## config.mk

```make
export PLATFORM = sky130hd
export DESIGN_NAME = register_file_flat
export DESIGN_NICKNAME = d
export VERILOG_FILES = /design/src/rtl/register_file_if.sv /design/src/rtl/register_file.sv /design/src/flat_wrapper.sv
export SDC_FILE = /design/constraint.sdc
export NUM_CORES = 1
export LEC_CHECK = 0
export ABC_AREA = 1
export BUFFER_PORTS_ARGS = -buffer_cell sky130_fd_sc_hd__buf_4
export CORE_MARGIN = 2
export CORE_UTILIZATION = 39
export CTS_CLUSTER_SIZE = 30
export DETAILED_ROUTE_END_ITERATION = 6
export HOLD_SLACK_MARGIN = 0.08
export REMOVE_ABC_BUFFERS = 1
export SYNTH_ARGS = -nofsm -noshare
export SYNTH_HDL_FRONTEND = slang
export SYNTH_SLANG_ARGS = --single-unit
```

## constraint.sdc

```tcl
create_clock -name clock -period 5.4 [get_ports clock]
set_input_delay 0.81 -clock clock [delete_from_list [all_inputs] [get_ports clock]]
set_output_delay 0.81 -clock clock [all_outputs]
set_load 0.01 [all_outputs]
```

## src/rtl/register_file_if.sv

```systemverilog
// Bus bundle for the 8 x 16-bit register file.
// It groups the write port, both read ports, the freeze control and the
// eight display taps. The CPU/testbench side uses the master modport and
// the register file uses the slave modport.
interface register_file_if #(
  parameter int DATA_W = 16,
  parameter int ADDR_W = 3
);
  logic              wr_en;
  logic [ADDR_W-1:0] wr_addr;
  logic [DATA_W-1:0] wr_data;
  logic [ADDR_W-1:0] rd_addr_a;
  logic [DATA_W-1:0] rd_data_a;
  logic [ADDR_W-1:0] rd_addr_b;
  logic [DATA_W-1:0] rd_data_b;
  logic              freeze;
  logic [DATA_W-1:0] r1, r2, r3, r4, r5, r6, r7, r8;

  modport master (
    output wr_en, wr_addr, wr_data, rd_addr_a, rd_addr_b, freeze,
    input  rd_data_a, rd_data_b, r1, r2, r3, r4, r5, r6, r7, r8
  );

  modport slave (
    input  wr_en, wr_addr, wr_data, rd_addr_a, rd_addr_b, freeze,
    output rd_data_a, rd_data_b, r1, r2, r3, r4, r5, r6, r7, r8
  );
endinterface

```

## src/rtl/register_file.sv

```systemverilog
// Register file for the 16-bit CPU datapath: 8 x 16-bit registers.
// It has one synchronous write port and two combinational read ports.
// The read ports can optionally bypass the write data, so a register
// written this cycle is already visible on a read of the same address.
// A shadow bank lets the seven-segment taps r1..r8 show a frozen snapshot
// while the CPU keeps writing the live registers.
module register_file #(
  parameter int              DATA_W    = 16,
  parameter int              ADDR_W    = 3,
  parameter logic [DATA_W-1:0] RESET_VAL = '0,
  parameter bit              BYPASS    = 1'b1
) (
  input logic            clock,
  input logic            reset,
  register_file_if.slave bus
);
  localparam int NREGS = 2 ** ADDR_W;

  logic [DATA_W-1:0] regs      [NREGS];
  logic [DATA_W-1:0] shadow    [NREGS];
  logic [DATA_W-1:0] next_regs [NREGS];
  logic [DATA_W-1:0] taps      [NREGS];

  // Compute what the live bank holds after this edge. The shadow loads the
  // same value, so a write made while the bank is unfrozen reaches the taps at once.
  always_comb begin
    for (int i = 0; i < NREGS; i++) begin
      next_regs[i] = regs[i];
    end
    if (bus.wr_en) begin
      next_regs[bus.wr_addr] = bus.wr_data;
    end
  end

  // Update the live and shadow banks. Reset wins over writes and freeze.
  always_ff @(posedge clock) begin
    if (reset) begin
      for (int i = 0; i < NREGS; i++) begin
        regs[i]   <= RESET_VAL;
        shadow[i] <= RESET_VAL;
      end
    end else begin
      for (int i = 0; i < NREGS; i++) begin
        regs[i] <= next_regs[i];
        if (!bus.freeze) begin
          shadow[i] <= next_regs[i];
        end
      end
    end
  end

  // Operand fetch for port A. Write-through applies when BYPASS is set.
  always_comb begin
    if (BYPASS && bus.wr_en && (bus.rd_addr_a == bus.wr_addr)) begin
      bus.rd_data_a = bus.wr_data;
    end else begin
      bus.rd_data_a = regs[bus.rd_addr_a];
    end
  end

  // Operand fetch for port B. It mirrors port A.
  always_comb begin
    if (BYPASS && bus.wr_en && (bus.rd_addr_b == bus.wr_addr)) begin
      bus.rd_data_b = bus.wr_data;
    end else begin
      bus.rd_data_b = regs[bus.rd_addr_b];
    end
  end

  // Display mux. While frozen it shows the snapshot, otherwise the live bank.
  // The shadow equals the live bank whenever the file is unfrozen, so
  // raising freeze never changes what the taps show.
  always_comb begin
    for (int i = 0; i < NREGS; i++) begin
      taps[i] = bus.freeze ? shadow[i] : regs[i];
    end
  end

  assign bus.r1 = taps[0];
  assign bus.r2 = taps[1];
  assign bus.r3 = taps[2];
  assign bus.r4 = taps[3];
  assign bus.r5 = taps[4];
  assign bus.r6 = taps[5];
  assign bus.r7 = taps[6];
  assign bus.r8 = taps[7];
endmodule

```

## src/flat_wrapper.sv

```systemverilog
// flat-port wrapper written by rule: the top's interface ports become plain ports
module register_file_flat 
#(
  parameter int              DATA_W    = 16,
  parameter int              ADDR_W    = 3,
  parameter logic [DATA_W-1:0] RESET_VAL = '0,
  parameter bit              BYPASS    = 1'b1
)
  (clock, reset, bus_wr_en, bus_wr_addr, bus_wr_data, bus_rd_addr_a, bus_rd_addr_b, bus_freeze, bus_rd_data_a, bus_rd_data_b, bus_r1, bus_r2, bus_r3, bus_r4, bus_r5, bus_r6, bus_r7, bus_r8);
  register_file_if #(.DATA_W(DATA_W), .ADDR_W(ADDR_W)) bus_i ();
  input logic clock;
  input logic reset;
  input wire logic [$bits(bus_i.wr_en)-1:0] bus_wr_en;
  input wire logic [$bits(bus_i.wr_addr)-1:0] bus_wr_addr;
  input wire logic [$bits(bus_i.wr_data)-1:0] bus_wr_data;
  input wire logic [$bits(bus_i.rd_addr_a)-1:0] bus_rd_addr_a;
  input wire logic [$bits(bus_i.rd_addr_b)-1:0] bus_rd_addr_b;
  input wire logic [$bits(bus_i.freeze)-1:0] bus_freeze;
  output wire logic [$bits(bus_i.rd_data_a)-1:0] bus_rd_data_a;
  output wire logic [$bits(bus_i.rd_data_b)-1:0] bus_rd_data_b;
  output wire logic [$bits(bus_i.r1)-1:0] bus_r1;
  output wire logic [$bits(bus_i.r2)-1:0] bus_r2;
  output wire logic [$bits(bus_i.r3)-1:0] bus_r3;
  output wire logic [$bits(bus_i.r4)-1:0] bus_r4;
  output wire logic [$bits(bus_i.r5)-1:0] bus_r5;
  output wire logic [$bits(bus_i.r6)-1:0] bus_r6;
  output wire logic [$bits(bus_i.r7)-1:0] bus_r7;
  output wire logic [$bits(bus_i.r8)-1:0] bus_r8;
  assign bus_i.wr_en = bus_wr_en;
  assign bus_i.wr_addr = bus_wr_addr;
  assign bus_i.wr_data = bus_wr_data;
  assign bus_i.rd_addr_a = bus_rd_addr_a;
  assign bus_i.rd_addr_b = bus_rd_addr_b;
  assign bus_i.freeze = bus_freeze;
  assign bus_rd_data_a = bus_i.rd_data_a;
  assign bus_rd_data_b = bus_i.rd_data_b;
  assign bus_r1 = bus_i.r1;
  assign bus_r2 = bus_i.r2;
  assign bus_r3 = bus_i.r3;
  assign bus_r4 = bus_i.r4;
  assign bus_r5 = bus_i.r5;
  assign bus_r6 = bus_i.r6;
  assign bus_r7 = bus_i.r7;
  assign bus_r8 = bus_i.r8;
  register_file #(.DATA_W(DATA_W), .ADDR_W(ADDR_W), .RESET_VAL(RESET_VAL), .BYPASS(BYPASS)) u_core (.clock(clock), .reset(reset), .bus(bus_i));
endmodule
```

==> metrics.csv <==
stage;metric;value;unit
layout;layout-drive-gt1-share;14.54;%
floorplan;core-area;33620;µm²
pwr;p_int;3.612;mW
clocking;ctsResizeCount;0;
setup_path;reg2reg_to;u_core.shadow[1][16]$_SDFFCE_PN0P_;
setup_path;end_kind;output pin;
logic_synthesis;yosys.area_share.simple;30.88;%
sta;setup_tns;0;ns
logic_synthesis;synth_top_area_cell;edfxtp_1;
placed_design;dpl_cell_area;14650;µm²
layout;nets;1954;
sta;finalSetupViolCount;0;
pwr;ir_drop;0.2334;mV
clocking;clock_path_buffers;3;
logic_synthesis;synth_warnings;0;
routing;drt.antenna.violating_nets;0;
sta;finalHoldViolCount;0;
logic_synthesis;synth_top_family_by_area;simple AND/OR/NAND/NOR gates;
layout;final_cell_area;15630;µm²
floorplan;dieArea;35730;µm²
placed_design;portBuffers;188;
floorplan;initial_core_util;39.71;%
layout;multi_input_area;5602;µm²
pwr;powerDensity;315.6;nW/µm²
pwr;pwr-share-comb;15.1;%
global_route;antenna_found_initial;1;
logic_synthesis;synthXorXnorAreaFrac;0;%
sta;period_share;71.71;%
logic_synthesis;synthCells;1835;
clocking;cts_inserted_buffers;28;
sta;slew_violations;0;
setup_path;rr_worst_depth;4;
routing;detail_route.wl_per_cell;18.68;µm
floorplan;ios;189;
run;drv_cap;0;
setup_path;crit_start;bus_rd_addr_a[1];
sta;skew;0.01286;ns
sta;worst_pin_slew;0.9830;ns
setup_path;setup.worst_path.end;bus_rd_data_a[2];
routing;drc;26;
logic_synthesis;ys_seq_elements;256;
routing;via_count;12700;
clocking;path_clk_slew;0.06;ns
placed_design;globalplace.congestion;0.8407;
placed_design;hpwl;26.79;mm
global_route;grt_util_all_layers;24.48;%
layout;layout_common_cells;nand2_1 (563), nand3_1 (223), buf_4 (201);
floorplan;fp.dieH;189.0;µm
sta;rsz0062_at_grt;false;
sta;fin_crit;3.873;ns
setup_path;cp-start-kind;input pin;
routing;viasPerCell;5.301;
pwr;p_sw;1.319;mW
setup_path;r2r_start;u_core.regs[5][0]$_SDFF_PP0_;
clocking;cts_tree;built;
setup_path;cp.arrival;3.06;ns
logic_synthesis;synth_compound_area_share;11.00;%
setup_path;critPathRequiredTime;4.59;ns
global_route;grt_first_pass_wirelength;67.98;mm
logic_synthesis;synth_area_leaders;edfxtp_1 (29%), dfxtp_1 (19%), nand2_1 (16%);
worst_hold_path;hold_path.class;flip-flop to flip-flop;
setup_path;path_class;input pin to output pin;
layout;final-seq-area;6406;µm²
floorplan;fp-row-count;67;
logic_synthesis;netlist_area;13350;µm²
logic_synthesis;ys_seq_area_share;47.99;%
clocking;clk_latency;0.55;ns
global_route;grt_max_degree;121;
outcome;violations;DRC;
logic_synthesis;syn_area_per_cell;7.275;µm²
clocking;ctsHoldBuffers;0;
floorplan;dieWidth;189.0;µm
sta;slew_headroom;34.23;%
clocking;cts-root-buf;clkbuf_16;
logic_synthesis;synth.mux.area_fraction;0;%
logic_synthesis;yosys.cell_types.count;27;
logic_synthesis;synth_fa_ha_area_share;0;%
setup_path;crit_fanout;34;
outcome;status;finished, violations left;
logic_synthesis;yosys.area.top_type_share;28.79;%
routing;routed_wl;44.77;mm
layout;synthToLayoutAreaGrowth;17.04;%
layout;layout_commonest_cell;nand2_1;
pwr;pwr-share-clk;41.2;%
pwr;leakage;7.274;nW
routing;drtPass1Iterations;7;
clocking;cts_setup_buffers;0;
clocking;htreeDepth;1;
clocking;cts_sinks;256;
pwr;seqPwrFrac;43.7;%
routing;drtIter0Drc;1658;
global_route;grt_pass1_vias;11580;
pwr;p_sw_share;26.74;%
setup_path;r2r_slack;4.43;ns
sta;max_freq;0.2582;GHz
global_route;grt_overflow;0;
layout;nFillCells;3417;
==> cell families (layout without fill, tap and decap cells) <==
group,Yosys count,in the layout
buffers and inverters,285,397
and+or+nand+nor,1008,1008
other,0,1
AOI/OAI and AO/OA,286,286
DFF,256,256
==> synth_stat cells <==
master    instances
a21oi_1          33
clkbuf_2          1
buf_1             5
buf_4             9
buf_8             8
nand3_1         223
nand2_2           5
inv_6             1
nand2_1         565
nor3_1           10
dfxtp_1         128
nand2_4           2
nor2_4            1
nor2_2            5
buf_12            2
buf_6             4
inv_2             9
o21ai_1          73
buf_2            62
inv_1           131
inv_4             1
o21ai_2          10
edfxtp_1        128
o21ai_0         170
nor2_1          197
clkbuf_1         51
clkbuf_8          1
==> power groups by stage <==
| stage | Clock, mW | Sequential (mW) | Combinational, mW |
|---|---|---|---|
| final | 2.03 | 2.16 | 0.745 |
| after floorplan | 0 | 2.20 | 0.363 |
| after global placement | 0 | 2.19 | 0.732 |
| after detailed placement | 0 | 2.20 | 0.740 |
| after CTS | 2.05 | 2.16 | 0.743 |
| after global routing | 2.14 | 2.16 | 0.818 |
==> worst max-delay path: stages <==
cell and delay (ns):
buf_4 0.44, inv_2 0.48, nand2_1 0.16, nand2_1 0.06, nor2_1 0.16, nand2_4 0.28, inv_6 0.34, nand2_1 0.09
nand2_1 0.09, buf_4 0.12
==> metrics by stage <==
step | instances | hold WS [ns] | worst slack (ns) | total power, mW | utilization, %
floorplan | 1692 | 0.4634 | 1.030 | 2.560 | -
global placement | 2343 | 0.4774 | 1.633 | 2.926 | 43.58
detailed placement | 2343 | 0.4908 | 1.588 | 2.937 | 43.58
CTS | 2395 | 0.5015 | 1.591 | 4.950 | 46.47
global route | 2395 | 0.5376 | 1.462 | 5.123 | 46.47
finish | 2396 | 0.5012 | 1.527 | 4.931 | 46.48
==> cell type report <==
type / count / area share (%)
Antenna cell: 1 / 0.01602
Clock buffer: 38 / 4.917
Multi-Input combinational cell: 1294 / 35.85
Tap cell: 448 / 3.587
Inverter: 142 / 3.459
Sequential cell: 256 / 41.00
Timing Repair Buffer: 203 / 9.857
Clock inverter: 14 / 1.313
==> per-layer routing <==
layer / global-route usage [%] / part of all wire [%]
met5: 0 / 0
met4: 7.001 / 3.0
met3: 3.373 / 9.1
met2: 38.57 / 45
met1: 35.05 / 43
==> flip-flops by register name, indices dropped and copies added, names as in the netlist <==
name           cells
u_core.regs      128
u_core.shadow    128
==> worst min path at each step <==
| stage | start | end | slack [ns] | cells after the start |
|---|---|---|---|---|
| floorplan | u_core.regs[6][14]$_DFF_P_ | u_core.regs[6][14]$_DFF_P_ | 0.46 | 2 |
| global route | u_core.regs[6][14]$_DFF_P_ | u_core.regs[6][14]$_DFF_P_ | 0.54 | 2 |
| detailed placement | u_core.regs[0][8]$_SDFF_PP0_ | u_core.regs[0][8]$_SDFF_PP0_ | 0.49 | 2 |
| global placement | u_core.regs[0][12]$_SDFF_PP0_ | u_core.regs[0][12]$_SDFF_PP0_ | 0.48 | 2 |
| CTS | u_core.regs[6][14]$_DFF_P_ | u_core.regs[6][14]$_DFF_P_ | 0.50 | 2 |
| finish | u_core.regs[0][8]$_SDFF_PP0_ | u_core.regs[0][8]$_SDFF_PP0_ | 0.50 | 2 |
(Power assumes the default switching activity.)
